<file path="src/rtl/maze_link_pkg.sv">
`default_nettype none
// ------------------------------------------------------------------
// maze_link_pkg : shared types and defaults for the maze link receiver
// Rev 1.0
// ------------------------------------------------------------------
package maze_link_pkg;

  typedef enum logic [1:0] {
    ST_IDLE   = 2'd0,
    ST_ACCUM  = 2'd1,
    ST_COMMIT = 2'd2
  } state_e;

  // Error causes exported for debug tooling; the receiver only counts errors.
  typedef enum logic [1:0] {
    ERR_NONE        = 2'd0,
    ERR_RANGE       = 2'd1,
    ERR_ADDR_CHANGE = 2'd2,
    ERR_TIMEOUT     = 2'd3
  } err_cause_e;

  localparam int unsigned DEF_CLK_HZ         = 25_000_000;
  localparam int unsigned DEF_TIMEOUT_CYCLES = DEF_CLK_HZ / 10;
  localparam int unsigned DEF_NUM_CELLS      = 20;

endpackage : maze_link_pkg
`default_nettype wire

</file>
<file path="src/rtl/maze_link_if.sv">
`default_nettype none
// ------------------------------------------------------------------
// maze_link_if : Arduino GPIO link plus cell-RAM write port
// Rev 1.0
// ------------------------------------------------------------------
interface maze_link_if #(
  parameter int DATA_BITS = 3,
  parameter int CHUNKS    = 3,
  parameter int ADDR_BITS = 5
) ();

  logic [DATA_BITS-1:0]        LINK_DATA;
  logic                        LINK_STROBE;
  logic [ADDR_BITS-1:0]        LINK_ADDR;
  logic                        WR_EN;
  logic [ADDR_BITS-1:0]        WR_ADDR;
  logic [DATA_BITS*CHUNKS-1:0] WR_DATA;

  modport master (
    output LINK_DATA, LINK_STROBE, LINK_ADDR,
    input  WR_EN, WR_ADDR, WR_DATA
  );

  modport slave (
    input  LINK_DATA, LINK_STROBE, LINK_ADDR,
    output WR_EN, WR_ADDR, WR_DATA
  );

endinterface : maze_link_if
`default_nettype wire

</file>
<file path="src/rtl/maze_link_receiver_sync.sv">
`default_nettype none
// ------------------------------------------------------------------
// link_sync : N-stage synchroniser with registered rising-edge detect
// Rev 1.0
// ------------------------------------------------------------------
module link_sync #(
  parameter int WIDTH  = 1,
  parameter int STAGES = 2
) (
  input  logic             clk_i,
  input  logic             rst_ni,
  input  logic [WIDTH-1:0] d_i,
  output logic [WIDTH-1:0] q_o,
  output logic [WIDTH-1:0] rise_o
);

  logic [STAGES-1:0][WIDTH-1:0] sync_q;
  logic [WIDTH-1:0]             prev_q;
  logic [WIDTH-1:0]             rise_q;

  // q_o is the delayed copy so that it lines up with the registered rise_o.
  always_ff @(posedge clk_i or negedge rst_ni) begin
    if (!rst_ni) begin
      sync_q <= '0;
      prev_q <= '0;
      rise_q <= '0;
    end else begin
      sync_q <= {sync_q[STAGES-2:0], d_i};
      prev_q <= sync_q[STAGES-1];
      rise_q <= sync_q[STAGES-1] & ~prev_q;
    end
  end

  assign q_o    = prev_q;
  assign rise_o = rise_q;

endmodule : link_sync
`default_nettype wire

</file>
<file path="src/rtl/maze_link_receiver.sv">
`default_nettype none
// ------------------------------------------------------------------
// maze_link_receiver : assembles GPIO link chunks into cell-RAM writes
// Rev 1.0
// ------------------------------------------------------------------
module maze_link_receiver
  import maze_link_pkg::*;
#(
  parameter int DATA_BITS      = 3,
  parameter int CHUNKS         = 3,
  parameter int ADDR_BITS      = 5,
  parameter int NUM_CELLS      = DEF_NUM_CELLS,
  parameter int SYNC_STAGES    = 2,
  parameter int TIMEOUT_CYCLES = DEF_TIMEOUT_CYCLES
) (
  input  logic        CLOCK,
  input  logic        RESET_N,
  maze_link_if.slave  link,
  input  logic        CLEAR,
  output logic        BUSY,
  output logic [15:0] WORD_COUNT,
  output logic [7:0]  ERR_COUNT,
  output logic        ERR_FLAG
);

  localparam int WORD_W = DATA_BITS * CHUNKS;
  localparam int IDX_W  = $clog2(CHUNKS + 1);
  localparam int TMO_W  = $clog2(TIMEOUT_CYCLES + 1);

  localparam logic [1:0]           c_IDLE      = ST_IDLE;
  localparam logic [1:0]           c_ACCUM     = ST_ACCUM;
  localparam logic [1:0]           c_COMMIT    = ST_COMMIT;
  localparam logic [ADDR_BITS:0]   c_NUM_CELLS = (ADDR_BITS + 1)'(NUM_CELLS);
  localparam logic [IDX_W-1:0]     c_LAST_IDX  = IDX_W'(CHUNKS - 1);
  localparam logic [TMO_W-1:0]     c_TMO_MAX   = TMO_W'(TIMEOUT_CYCLES);
  localparam logic [1:0]           c_FIRST_NXT = (CHUNKS == 1) ? c_COMMIT : c_ACCUM;

  logic                  w_edge;
  logic                  w_strb_lvl_unused;
  logic [ADDR_BITS+DATA_BITS-1:0] w_bus;
  logic [ADDR_BITS+DATA_BITS-1:0] w_bus_rise_unused;
  logic [ADDR_BITS-1:0]  w_addr;
  logic [DATA_BITS-1:0]  w_chunk;
  logic                  w_addr_bad;
  logic                  w_start;
  logic                  w_err;

  logic [1:0]            state_q, state_d;
  logic [IDX_W-1:0]      idx_q, idx_d;
  logic [WORD_W-1:0]     asm_q, asm_d;
  logic [ADDR_BITS-1:0]  addr_q, addr_d;
  logic [TMO_W-1:0]      tmo_q, tmo_d;

  logic                  wr_en_q;
  logic [ADDR_BITS-1:0]  wr_addr_q;
  logic [WORD_W-1:0]     wr_data_q;
  logic [15:0]           word_cnt_q;
  logic [7:0]            err_cnt_q;
  logic                  err_flag_q;

  link_sync #(
    .WIDTH  (1),
    .STAGES (SYNC_STAGES)
  ) u_strobe_sync (
    .clk_i  (CLOCK),
    .rst_ni (RESET_N),
    .d_i    (link.LINK_STROBE),
    .q_o    (w_strb_lvl_unused),
    .rise_o (w_edge)
  );

  link_sync #(
    .WIDTH  (ADDR_BITS + DATA_BITS),
    .STAGES (SYNC_STAGES)
  ) u_bus_sync (
    .clk_i  (CLOCK),
    .rst_ni (RESET_N),
    .d_i    ({link.LINK_ADDR, link.LINK_DATA}),
    .q_o    (w_bus),
    .rise_o (w_bus_rise_unused)
  );

  assign w_addr     = w_bus[ADDR_BITS+DATA_BITS-1:DATA_BITS];
  assign w_chunk    = w_bus[DATA_BITS-1:0];
  assign w_addr_bad = ({1'b0, w_addr} >= c_NUM_CELLS);

  // Any edge that is not a same-address continuation starts a fresh word,
  // including an edge that lands in the COMMIT cycle.
  assign w_start = w_edge && !((state_q == c_ACCUM) && (w_addr == addr_q));

  always_comb begin
    state_d = state_q;
    idx_d   = idx_q;
    asm_d   = asm_q;
    addr_d  = addr_q;
    tmo_d   = '0;
    w_err   = 1'b0;

    if (state_q == c_COMMIT) begin
      state_d = c_IDLE;
    end

    if (state_q == c_ACCUM) begin
      if (w_edge && (w_addr == addr_q)) begin
        for (int k = 0; k < CHUNKS; k++) begin
          if (idx_q == IDX_W'(k)) begin
            asm_d[k*DATA_BITS +: DATA_BITS] = w_chunk;
          end
        end
        idx_d = idx_q + IDX_W'(1);
        if (idx_q == c_LAST_IDX) begin
          state_d = c_COMMIT;
        end
      end else if (w_edge) begin
        w_err = 1'b1;
      end else if (tmo_q == c_TMO_MAX) begin
        w_err   = 1'b1;
        state_d = c_IDLE;
        asm_d   = '0;
        idx_d   = '0;
      end else begin
        tmo_d = tmo_q + TMO_W'(1);
      end
    end

    if (w_start) begin
      asm_d = '0;
      if (w_addr_bad) begin
        w_err   = 1'b1;
        state_d = c_IDLE;
        idx_d   = '0;
      end else begin
        asm_d[DATA_BITS-1:0] = w_chunk;
        addr_d  = w_addr;
        idx_d   = IDX_W'(1);
        state_d = c_FIRST_NXT;
      end
    end
  end

  always_ff @(posedge CLOCK or negedge RESET_N) begin
    if (!RESET_N) begin
      state_q <= c_IDLE;
      idx_q   <= '0;
      asm_q   <= '0;
      addr_q  <= '0;
      tmo_q   <= '0;
    end else begin
      state_q <= state_d;
      idx_q   <= idx_d;
      asm_q   <= asm_d;
      addr_q  <= addr_d;
      tmo_q   <= tmo_d;
    end
  end

  // The write port samples the assembly registers on the edge leaving COMMIT.
  always_ff @(posedge CLOCK or negedge RESET_N) begin
    if (!RESET_N) begin
      wr_en_q   <= 1'b0;
      wr_addr_q <= '0;
      wr_data_q <= '0;
    end else begin
      wr_en_q <= (state_q == c_COMMIT);
      if (state_q == c_COMMIT) begin
        wr_addr_q <= addr_q;
        wr_data_q <= asm_q;
      end
    end
  end

  always_ff @(posedge CLOCK or negedge RESET_N) begin
    if (!RESET_N) begin
      word_cnt_q <= '0;
      err_cnt_q  <= '0;
      err_flag_q <= 1'b0;
    end else if (CLEAR) begin
      word_cnt_q <= '0;
      err_cnt_q  <= '0;
      err_flag_q <= 1'b0;
    end else begin
      if ((state_q == c_COMMIT) && (word_cnt_q != 16'hFFFF)) begin
        word_cnt_q <= word_cnt_q + 16'd1;
      end
      if (w_err) begin
        err_flag_q <= 1'b1;
        if (err_cnt_q != 8'hFF) begin
          err_cnt_q <= err_cnt_q + 8'd1;
        end
      end
    end
  end

  assign link.WR_EN   = wr_en_q;
  assign link.WR_ADDR = wr_addr_q;
  assign link.WR_DATA = wr_data_q;
  assign BUSY         = (state_q == c_ACCUM);
  assign WORD_COUNT   = word_cnt_q;
  assign ERR_COUNT    = err_cnt_q;
  assign ERR_FLAG     = err_flag_q;

endmodule : maze_link_receiver
`default_nettype wire

</file>
<file path="src/flat_wrapper.sv">
// flat-port wrapper written by rule: the top's interface ports become plain ports
module maze_link_receiver_flat import maze_link_pkg::*;
#(
  parameter int DATA_BITS      = 3,
  parameter int CHUNKS         = 3,
  parameter int ADDR_BITS      = 5,
  parameter int NUM_CELLS      = DEF_NUM_CELLS,
  parameter int SYNC_STAGES    = 2,
  parameter int TIMEOUT_CYCLES = DEF_TIMEOUT_CYCLES
)
  (CLOCK, RESET_N, CLEAR, BUSY, WORD_COUNT, ERR_COUNT, ERR_FLAG, link_LINK_DATA, link_LINK_STROBE, link_LINK_ADDR, link_WR_EN, link_WR_ADDR, link_WR_DATA);
  maze_link_if #(.DATA_BITS(DATA_BITS), .CHUNKS(CHUNKS), .ADDR_BITS(ADDR_BITS)) link_i ();
  input  logic CLOCK;
  input  logic RESET_N;
  input  logic CLEAR;
  output logic BUSY;
  output logic [15:0] WORD_COUNT;
  output logic [7:0] ERR_COUNT;
  output logic ERR_FLAG;
  input wire logic [$bits(link_i.LINK_DATA)-1:0] link_LINK_DATA;
  input wire logic [$bits(link_i.LINK_STROBE)-1:0] link_LINK_STROBE;
  input wire logic [$bits(link_i.LINK_ADDR)-1:0] link_LINK_ADDR;
  output wire logic [$bits(link_i.WR_EN)-1:0] link_WR_EN;
  output wire logic [$bits(link_i.WR_ADDR)-1:0] link_WR_ADDR;
  output wire logic [$bits(link_i.WR_DATA)-1:0] link_WR_DATA;
  assign link_i.LINK_DATA = link_LINK_DATA;
  assign link_i.LINK_STROBE = link_LINK_STROBE;
  assign link_i.LINK_ADDR = link_LINK_ADDR;
  assign link_WR_EN = link_i.WR_EN;
  assign link_WR_ADDR = link_i.WR_ADDR;
  assign link_WR_DATA = link_i.WR_DATA;
  maze_link_receiver #(.DATA_BITS(DATA_BITS), .CHUNKS(CHUNKS), .ADDR_BITS(ADDR_BITS), .NUM_CELLS(NUM_CELLS), .SYNC_STAGES(SYNC_STAGES), .TIMEOUT_CYCLES(TIMEOUT_CYCLES)) u_core (.CLOCK(CLOCK), .RESET_N(RESET_N), .link(link_i), .CLEAR(CLEAR), .BUSY(BUSY), .WORD_COUNT(WORD_COUNT), .ERR_COUNT(ERR_COUNT), .ERR_FLAG(ERR_FLAG));
endmodule
</file>
<file path="config.mk">
export PLATFORM = sky130hd
export DESIGN_NAME = maze_link_receiver_flat
export DESIGN_NICKNAME = d
export VERILOG_FILES = /design/src/rtl/maze_link_pkg.sv /design/src/rtl/maze_link_if.sv /design/src/rtl/maze_link_receiver_sync.sv /design/src/rtl/maze_link_receiver.sv /design/src/flat_wrapper.sv
export SDC_FILE = /design/constraint.sdc
export NUM_CORES = 1
export LEC_CHECK = 0
export CORE_MARGIN = 1
export CORE_UTILIZATION = 40
export DETAILED_ROUTE_END_ITERATION = 8
export GPL_TIMING_DRIVEN = 0
export PLACE_DENSITY = 0.66
export SETUP_SLACK_MARGIN = 0.3
export SLEW_MARGIN = 20
export SYNTH_ARGS = -nofsm -noshare
export SYNTH_HDL_FRONTEND = slang
export SYNTH_SLANG_ARGS = --single-unit
export TNS_END_PERCENT = 1
</file>
<file path="constraint.sdc">
create_clock -name CLOCK -period 3.2 [get_ports CLOCK]
set_clock_uncertainty 0.2 [all_clocks]
set_input_delay 0.32 -clock CLOCK [delete_from_list [all_inputs] [get_ports CLOCK]]
set_output_delay 0.32 -clock CLOCK [all_outputs]
set_load 0.02 [all_outputs]
</file>
### Yosys cells after proc, flatten, opt, wreduce, memory -nomap -nowiden

Cells that the tools add are included.

| word-level totals | value |
|---|---|
| word-level logic and storage cells | 96 |
| input bits | 12 |
| register bits | 108 |

| operators by class | value |
|---|---|
| bitwise operators | 3 |
| magnitude comparators | 1 |
| equality and inequality tests | 12 |
| add/sub/neg operators | 4 |
| reductions and logical operators | 17 |
| muxes and demuxes | 39 |

Operator list:

| operator | count |
|---|---|
| $mux 22 | 4 |
| $mux 9 | 5 |
| $mux 16 | 2 |
| $mux 2 | 12 |
| $mux 8 | 3 |
| $add 22x1->22 const B | 1 |
| $eq 22x22->1 const B | 1 |
| $add 16x1->16 const B | 1 |
| $ne 16x16->1 const B | 1 |
| $mux 3 | 4 |
| $reduce_and 4->1 | 3 |
| $mux 1 | 9 |
| $ne 3x2->1 const B | 3 |
| $add 8x1->8 const B | 1 |
| $ne 8x8->1 const B | 1 |
| $reduce_bool 2->1 | 4 |
| $eq 5x5->1 | 1 |
| $ge 5x5->1 const B | 1 |
| $eq 2x1->1 const B | 2 |
| $eq 2x2->1 const B | 2 |
| $logic_and 1x1->1 | 4 |
| $reduce_and 2->1 | 2 |
| $ne 3x1->1 const B | 1 |
| $reduce_and 3->1 | 1 |
| other kinds (6) | 7 |

### Depth between registers and ports, before layout

Gate-level depths: netlist (run 1).

| depth | value |
|---|---|
| word-level depth | 9 |
| depth in mapped cells | 8 |
| depth with buffers taken out | 8 |

### Modules after synthesis

Synthesis (run 1) repeated with hierarchy kept, for this count alone.

| second synthesis, totals | value |
|---|---|
| cell total of the unflattened synthesis | 406 |
| area, all modules | 4814.6 µm² |

Modules (own cells, without submodules):

| module | cells each | area each (µm²) | instances | seq. area each (µm²) |
|---|---|---|---|---|
| maze_link_receiver | 361 | 3789.9 | 1 | 2001.9 |
| link_sync (u_core.u_bus_sync) | 40 | 910.9 | 1 | 800.8 |
| link_sync (u_core.u_strobe_sync) | 5 | 113.9 | 1 | 100.1 |

### Least setup slack after synthesis (run 1)

OpenSTA, ideal clock, no wires.

| timing | value |
|---|---|
| path kind | register to register |
| from | register u_core.tmo_q[0] |
| to | register u_core.err_cnt_q[5], in the netlist u_core.ERR_COUNT[5] |
| required time | 2922 ps |
| setup time | 78 ps |
| arrival | 2063 ps |
| cell stages (with the launch flop) | 9 |
| clock period less this slack | 2340 ps |
| slack | 860 ps |
| path buffers | 0 |
| cells stage by stage | dfrtp_1 > inv_1 > ha_1 > nor4b_2 > nand4_2 > nor4_4 > o21ai_4 > or4_1 > a21oi_1 |

| on the way | value |
|---|---|
| longest elaborated chain between the ends | 9 |

RTL lines:

| element | line | source |
|---|---|---|
| start: declaration | maze_link_receiver.sv:52 | `logic [TMO_W-1:0] tmo_q, tmo_d;` |
| start signal: assignment | maze_link_receiver.sv:153 | `tmo_q <= tmo_d;` |
| $eq 22x22->1 * | maze_link_receiver.sv:116 | `end else if (tmo_q == c_TMO_MAX) begin` |
| $mux 1 * | maze_link_receiver.sv:116 |  |
| $mux 1 * | maze_link_receiver.sv:114 | `end else if (w_edge) begin` |
| $mux 1 * | maze_link_receiver.sv:104 | `if (w_edge && (w_addr == addr_q)) begin` |
| $mux 1 * | maze_link_receiver.sv:103 | `if (state_q == c_ACCUM) begin` |
| $mux 1 | maze_link_receiver.sv:128 | `if (w_addr_bad) begin` |
| $mux 1 * | maze_link_receiver.sv:126 | `if (w_start) begin` |
| $reduce_bool 2->1 (no line) * | -- |  |
| $reduce_and 2->1 (no line) * | -- |  |
| end signal: assignment | maze_link_receiver.sv:188 | `err_cnt_q <= err_cnt_q + 8'd1;` |
| end: declaration | maze_link_receiver.sv:58 | `logic [7:0] err_cnt_q;` |

Mark *: on every way between the ends. The rest lies on a longest branch, timed or not.
A chain may end at the register's enable or synchronous reset.

### Worst setup path in the final report (run 1)

| timing | value |
|---|---|
| from | register u_core.tmo_q[0] |
| to | register u_core.asm_q[2] |

| on the way | value |
|---|---|
| longest elaborated chain between the ends | 3 |

RTL lines:

| element | line | source |
|---|---|---|
| $eq 22x22->1 | maze_link_receiver.sv:116 |  |
| $reduce_bool 3->1 (no line) | -- |  |
| $reduce_and 4->1 (no line) | -- |  |
| end signal: assignment | maze_link_receiver.sv:151 | `asm_q <= asm_d;` |
| end: declaration | maze_link_receiver.sv:50 | `logic [WORD_W-1:0] asm_q, asm_d;` |

No other way between the ends.

==> implementation parameters, run 1 <==
Parameter                              Value

Outcome
  Outcome ... complete, no violations

Power
  Total power per unit cell area ... 451 mW/mm2
  Share of total power in the clock network ... 33.3%
  Internal cell power ... 1.81 mW
  Maximum vdd ir drop ... 0.245 mV
  Switching component of the power ... 0.621 mW
  Combinational group share of total power ... 7.1%
  Share of power burned in registers ... 59.6%
  Post-layout power ... 2.43 mW
  Static power due to leakage ... 2.30 nW
  Fraction of power spent switching nets ... 25.6%

Yosys
  Synth Net Count ... 394
  Proportion of register bits with asynchronous set or reset after synthesis ... 100%
  Cells after synthesis ... 375
  Sequential element share of the synthesized area ... 60.7%
  Biggest area consumer among synthesized cells ... dfrtp_1
  Most numerous cell types in the synthesized netlist ... dfrtp_1, nor2_1, xor2_1
  Top cells by area in the synthesized netlist ... dfrtp_1, xor2_1, mux2_2
  Dominant cell by count in the synthesized netlist ... dfrtp_1
  Synthesized area divided by synthesized cell count ... 11.9 um2
  Area share of the largest cell type after synthesis ... 60.7%
  Synthesized area ... 0.00445 mm2
  Count of cell types in the netlist ... 44
  Count of yosys warnings during synthesis ... 0
  Post-synth top flop ... dfrtp_1
  Flop and latch count out of synthesis ... 108
  Number of synthesized flops with an enable pin ... 0

Clock tree
  Clk root buf ... clkbuf_8
  Clock buffer depth ... 2
  Num CTS Buffers ... 9
  Setup Buffers After CTS ... 0
  Clock transition time at the flip-flop clock pins of the worst setup and hold paths ... 0.11 ns
  Level count of the clock H-tree ... 3
  # clock sinks ... 108
  Clock tree from TritonCTS ... built
  Worst-skew pair later-pin latency ... 0.37 ns

STA
  Minimum clock period after layout ... 2.70 ns
  Worst slew margin ... 49.5%
  Unrepaired setup endpoints after global routing ... no
  Final setup violating endpoints ... 0
  Final hold vios ... 0
  Count of pins over their slew limit ... 0
  Setup TNS after final layout ... 0 ns
  Tcrit/Tclk final ... 84.5%
  Actual slew at the worst max-slew pin ... 0.752 ns
  Maximum operating frequency ... 0.370 GHz

Finish
  N_diodes ... 0
  Synth-to-Final Area Change ... 20.8%
  Layout Nets ... 458
  Final Instance Count excl. Fillers ... 584
  Fraction of layout instances using a drive strength above 1 ... 9.68%

Floorplan
  Die outline width ... 107 um
  Row count ... 38
  Overall die area ... 0.0115 mm2
  Starting Density ... 41.0%
  Height of the die ... 107 um
  Area of the core ... 0.0108 mm2
  Number of top-level pins ... 53

Global routing
  Vias in the first global route ... 2908
  Aggregate global-route resource usage ... 15.2%
  GRT overflow ... 0
  Met3 GRT Util ... 3.09%
  Antenna violations before repair ... 0
  Global routing's busiest layer ... met2
  Met2 Usage GRT ... 23.5%
  Global-route wire length before repair ... 13700 um
  Met1 usage in global routing ... 20.8%
  Pin count of the biggest net entering global routing ... 68

Placement
  Detail Placement HPWL ... 5680 um
  Count of buffers from port buffering ... 51
  Placed insts ... 567
  Weighted congestion reported at the end of routability-driven placement ... 0.793

Routing
  Post-detailed-route count of antenna-violating nets ... 0
  Post-route DRC violation count ... 0
  Wire length per cell ... 13.5 um
  Via-per-instance ratio ... 5.05
  Initial detailed-routing violation count ... 166
  Via count of the routed design ... 2947
  Final routed wirelength across all metal layers ... 7890 um
  First-pass DRT Iterations ... 4

Worst setup path
  Buffers plus inverters on the worst setup path ... 1
  Required time of the critical path ... 3.27 ns
  Worst Setup Start Kind ... flip-flop
  Largest delay contributor family on the critical path ... compound AO/OA/AOI/OAI gates
  Setup crit end kind ... flip-flop
  CP peak stage delay ... 0.69 ns
  Critical Path, Cell by Cell ... inv_1 -> ha_1 -> nor4b_2 -> nand4_2 -> o31ai_1 -> o21ai_0 -> a22o_1
  Slowest stage cell on the critical path ... o31ai_1
  CP Class ... reg2reg
  Max Fanout on Critical Path ... 6
  Data arrival time at the worst-slack endpoint ... 2.77 ns

Worst hold path
  Min-delay worst type ... in2reg

Run
  Max capacitance violation total ... 0
metal layers:
metal | part of all wire (%) | vias to the layer above | wire [um]
met4 | 1.8 | 0 | 144
met5 | 0 | - | 0
met1 | 47 | 1456 | 3710
li1 | - | 1426 | -
met3 | 3.6 | 13 | 287
met2 | 47 | 52 | 3750
worst paths after layout:
path	from	end	slack, ns	cells after the start
worst max register to register	u_core.tmo_q[0]	u_core.asm_q[2]	0.50	7
min in group asynchronous	RESET_N	u_core.u_bus_sync.sync_q[11]	0.21	2
max in group asynchronous	RESET_N	u_core.tmo_q[14]	1.95	3
worst min-delay path	CLEAR	u_core.WORD_COUNT[15]	0.11	2
worst max-delay path	u_core.tmo_q[0]	u_core.asm_q[2]	0.50	7
worst min register to register	u_core.u_bus_sync.sync_q[5]	u_core.u_bus_sync.sync_q[13]	0.16	0
registers in the layout, summed over array words and instances (netlist names):
| signal | cells |
|---|---|
| u_core.tmo_q | 22 |
| u_core.WORD_COUNT | 16 |
| u_core.u_bus_sync.sync_q | 16 |
| u_core.asm_q | 9 |
| u_core.link.WR_DATA | 9 |
| u_core.ERR_COUNT | 8 |
| u_core.u_bus_sync.q_o | 8 |
| u_core.addr_q | 5 |
| u_core.link.WR_ADDR | 5 |
| u_core.idx_q | 2 |
| u_core.state_q | 2 |
| u_core.u_strobe_sync.sync_q | 2 |
| u_core.ERR_FLAG | 1 |
| u_core.link.WR_EN | 1 |
| u_core.u_strobe_sync.q_o | 1 |
| u_core.u_strobe_sync.rise_o | 1 |
power by group through the flow:
| stage | Clock [mW] | Combinational [mW] | Sequential (mW) |
|---|---|---|---|
| after floorplan | 0 | 0.0980 | 1.47 |
| after global placement | 0 | 0.169 | 1.47 |
| after detailed placement | 0 | 0.175 | 1.47 |
| after CTS | 0.838 | 0.177 | 1.45 |
| after global routing | 0.901 | 0.197 | 1.45 |
| final | 0.808 | 0.173 | 1.45 |
worst register-to-register path, cell delays in order (launching register included):
cell and delay (ns):
dfrtp_1 0.44, inv_1 0.08, ha_1 0.14, nor4b_2 0.23
nand4_2 0.21, o31ai_1 0.69, o21ai_0 0.32, a22o_1 0.30
stage by stage:
stage	setup WS (ns)	utilization (%)	instance area, um2	hold WS [ns]
2_1_floorplan	0.860	-	4450	-0.176
3_3_place_gp	-2.39	47.4	5130	0.131
3_5_place_dp	0.532	47.6	5160	0.0614
4_1_cts	0.519	49.6	5380	0.0889
5_1_grt	0.359	49.6	5380	0.106
6_report	0.496	49.6	5380	0.112
cells in the final DEF (no fill, tap or decap), drive strengths merged, types with 10 or more instances in the layout:
| cell | netlist | layout |
|---|---|---|
| nand3 | 20 | 20 |
| dfrtp | 108 | 108 |
| nand4 | 10 | 10 |
| clkbuf | 6 | 16 |
| mux2 | 18 | 18 |
| o21ai | 10 | 10 |
| nand2 | 23 | 23 |
| xor2 | 36 | 36 |
| inv | 12 | 15 |
| clkdlybuf4s50 | 0 | 50 |
| nor2 | 52 | 52 |
kinds of logic after synthesis:
family                   count (synthesis)  synth area share, %
AO/OA/AOI/OAI                           41                 6.69
adder cells (fa/ha/maj)                  7                 1.97
multiplexers                            20                 5.01
XOR/XNOR                                43                 8.46
AND/OR/NAND/NOR                        136                 15.4
buffers and inverters                   20                 1.72
flip-flops                             108                 60.7
layout make-up:
cell class              instances  area [um2]
fillers                       966        5470
well taps                     140         175
clock buffers                  10         138
flip-flops and latches        108        2700
repair buffers                 53         549
clock inverters                 6        63.8
multi-input cells             247        1670
inverters                      12        45.0
plain buffers                   8        31.3
what timing repair did:
item / 4_1_cts / 5_1_grt
gates resized for setup: 0 / 0
hold endpoints to repair: 41 / 0
hold buffers: 1 / 0
(Power assumes the default switching activity.)
==> run 2: changes to the inputs <==
- PLACE_DENSITY: 0.66 -> 0.69
- clock period: 3.2 -> 2.2 ns (I/O delays scaled with it)
==> run 2 against run 1 <==
Net effect:
- first-iteration DRC count is 4.2% lower
- wire length is 6.5% higher
- core utilization is 3.5 points higher
- combinational power is 99% higher
- global-route usage is 0.88 points higher
- largest cell class unchanged
- cell count is 1.4% higher
- critical endpoint is now u_core.ERR_COUNT[6]
- register-to-register slack worse by 0.64 ns
- fmax is 15% higher
- via count is 2.5% higher
- critical path depth stayed put
- largest power group unchanged
- the flow now finishes with violations (negative setup slack)
- highest routed layer unchanged
- clock power is 34% higher
- sequential share of layout area is 3.2 points lower
==> implementation parameters, run 2 (synthesis results as in run 1) <==
Parameter                              Value

Worst hold path
  Min-delay worst type ... in2reg
  Cell count of the worst hold path ... 2
  Sink of the worst hold path ... u_core.WORD_COUNT[15]
  Hold Path Origin ... CLEAR

Finish
  Fraction of layout instances using a drive strength above 1 ... 22.6%
  Leading cell type in the layout, fill and taps excluded ... dfrtp_1
  N_diodes ... 0
  Layout Nets ... 467
  Final Instance Count excl. Fillers ... 592
  Register with the most flip-flops ... u_core.tmo_q
  Commonest cells after routing, fill and taps aside ... dfrtp_1, xor2_1, clkdlybuf4s50_1
  Synth-to-Final Area Change ... 29.2%
  Max FFs per register ... 22
  Post-route cell area ... 0.00575 mm2

Floorplan
  Height of the die ... 107 um
  Starting Density ... 41.0%
  Number of top-level pins ... 53
  Row count ... 38
  Area of the core ... 0.0108 mm2
  Overall die area ... 0.0115 mm2
  Die outline width ... 107 um

STA
  Worst-case setup margin in the final layout ... -0.145 ns
  Worst slew margin ... 69.5%
  Tcrit/Tclk final ... 107%
  Unrepaired setup endpoints after global routing ... yes
  Count of pins over their slew limit ... 0
  Maximum operating frequency ... 0.427 GHz
  Final setup violating endpoints ... 17
  Final hold vios ... 0
  Actual slew at the worst max-slew pin ... 0.456 ns
  Minimum clock period after layout ... 2.34 ns

Power
  Share of total power in the clock network ... 30.6%
  Maximum vdd ir drop ... 0.308 mV
  Total power per unit cell area ... 613 mW/mm2
  Fraction of power spent switching nets ... 25.2%
  Internal cell power ... 2.63 mW
  Switching component of the power ... 0.888 mW
  Static power due to leakage ... 2.62 nW
  Share of power burned in registers ... 59.6%
  Combinational group share of total power ... 9.8%

Worst setup path
  Worst Setup Start Kind ... flip-flop
  Max Fanout on Critical Path ... 7
  Register-to-register setup slack ... -0.14 ns
  CP Class ... reg2reg
  R2r worst-path depth ... 7
  Beginning of the worst register-to-register path ... u_core.tmo_q[12]
  Setup crit end kind ... flip-flop
  Critical R2R Capture ... u_core.ERR_COUNT[6]
  Data arrival time at the worst-slack endpoint ... 2.43 ns
  Required time of the critical path ... 2.29 ns

Global routing
  Global-route wire length before repair ... 14500 um
  GRT overflow ... 0
  Pin count of the biggest net entering global routing ... 63
  Aggregate global-route resource usage ... 16.0%
  Vias in the first global route ... 3073
  Antenna violations before repair ... 0

Clock tree
  Worst-skew pair later-pin latency ... 0.37 ns
  Clock transition time at the flip-flop clock pins of the worst setup and hold paths ... 0.09 ns
  Clk root buf ... clkbuf_8
  # clock sinks ... 108
  Num CTS Buffers ... 9
  Level count of the clock H-tree ... 3
  Clock tree from TritonCTS ... built
  Clock buffer depth ... 2

Placement
  Detail Placement HPWL ... 5710 um
  Placed insts ... 567
  Weighted congestion reported at the end of routability-driven placement ... 0.816
  Count of buffers from port buffering ... 51
  Cell area after placement ... 0.00517 mm2
  Placement Setup Slack ... -0.335 ns

Run
  Max capacitance violation total ... 0

Routing
  Final routed wirelength across all metal layers ... 8410 um
  Post-detailed-route count of antenna-violating nets ... 0
  Wire length per cell ... 14.2 um
  Via count of the routed design ... 3020
  Initial detailed-routing violation count ... 159
  First-pass DRT Iterations ... 4
  Via-per-instance ratio ... 5.10
  Post-route DRC violation count ... 0

Outcome
  Violations in the final reports ... negative setup slack
  Outcome ... finished with violations
run 2: through the flow:
step	utilization [%]	TNS (ns)	hold WS [ns]	total power [mW]
after floorplan	-	0	-0.276	2.28
after global placement	47.5	-355.00	0.133	2.38
after detailed placement	47.7	-5.54	-0.0225	2.40
after CTS	51.1	-1.11	0.0116	3.52
after global routing	53.0	-3.58	0.0170	3.72
final	53.0	-1.43	0.00473	3.52
run 2: worst max-delay path by stage:
stage | start | endpoint | slack, ns | cells past startpoint
finish | u_core.tmo_q[12] | u_core.ERR_COUNT[6] | -0.14 | 7
CTS | u_core.tmo_q[0] | u_core.ERR_COUNT[6] | -0.16 | 8
global placement | RESET_N | u_core.tmo_q[4] | -3.24 | 1
global route | u_core.tmo_q[12] | u_core.ERR_COUNT[7] | -0.28 | 9
floorplan | u_core.tmo_q[6] | u_core.ERR_COUNT[6] | 0.02 | 6
detailed placement | u_core.tmo_q[12] | u_core.ERR_COUNT[6] | -0.33 | 6
run 2: power by group through the flow:
stage	logic [mW]	registers (mW)	clock network [mW]
final	0.345	2.10	1.08
after global placement	0.246	2.14	0
after detailed placement	0.258	2.14	0
after CTS	0.312	2.10	1.11
after floorplan	0.144	2.13	0
after global routing	0.382	2.11	1.22
run 2: metal layers:
metal	wire length (um)	up-vias	global-route usage, %
li1	-	1437	-
met1	3920	1518	21.5
met2	4050	54	25.1
met3	301	11	3.87
met4	139	0	6.36
met5	0	-	0
run 2: what timing repair did:
item	CTS	global route
endpoints found under the hold margin	69	0
buffers inserted	7	2
gates resized for setup	35	64
endpoints found under the setup margin	74	75
pin swaps	17	41
hold buffers	1	0
run 2: critical path, stage by stage, from the launching register on:
cell and delay [ns]:
dfrtp_1 0.45, nor4bb_2 0.31, nand4b_1 0.16, buf_6 0.17, nor4_4 0.30, o21ai_4 0.11, or4_4 0.43, a21oi_2 0.15
run 2: final cells by class:
type	instances	area, um2
sequential	108	2710
fill	956	5090
clock buffer	12	145
multi-input combinational	247	1950
timing repair buffer	62	654
tap	140	175
clock inverter	3	21.3
buffer	8	55.1
inverter	12	45.0
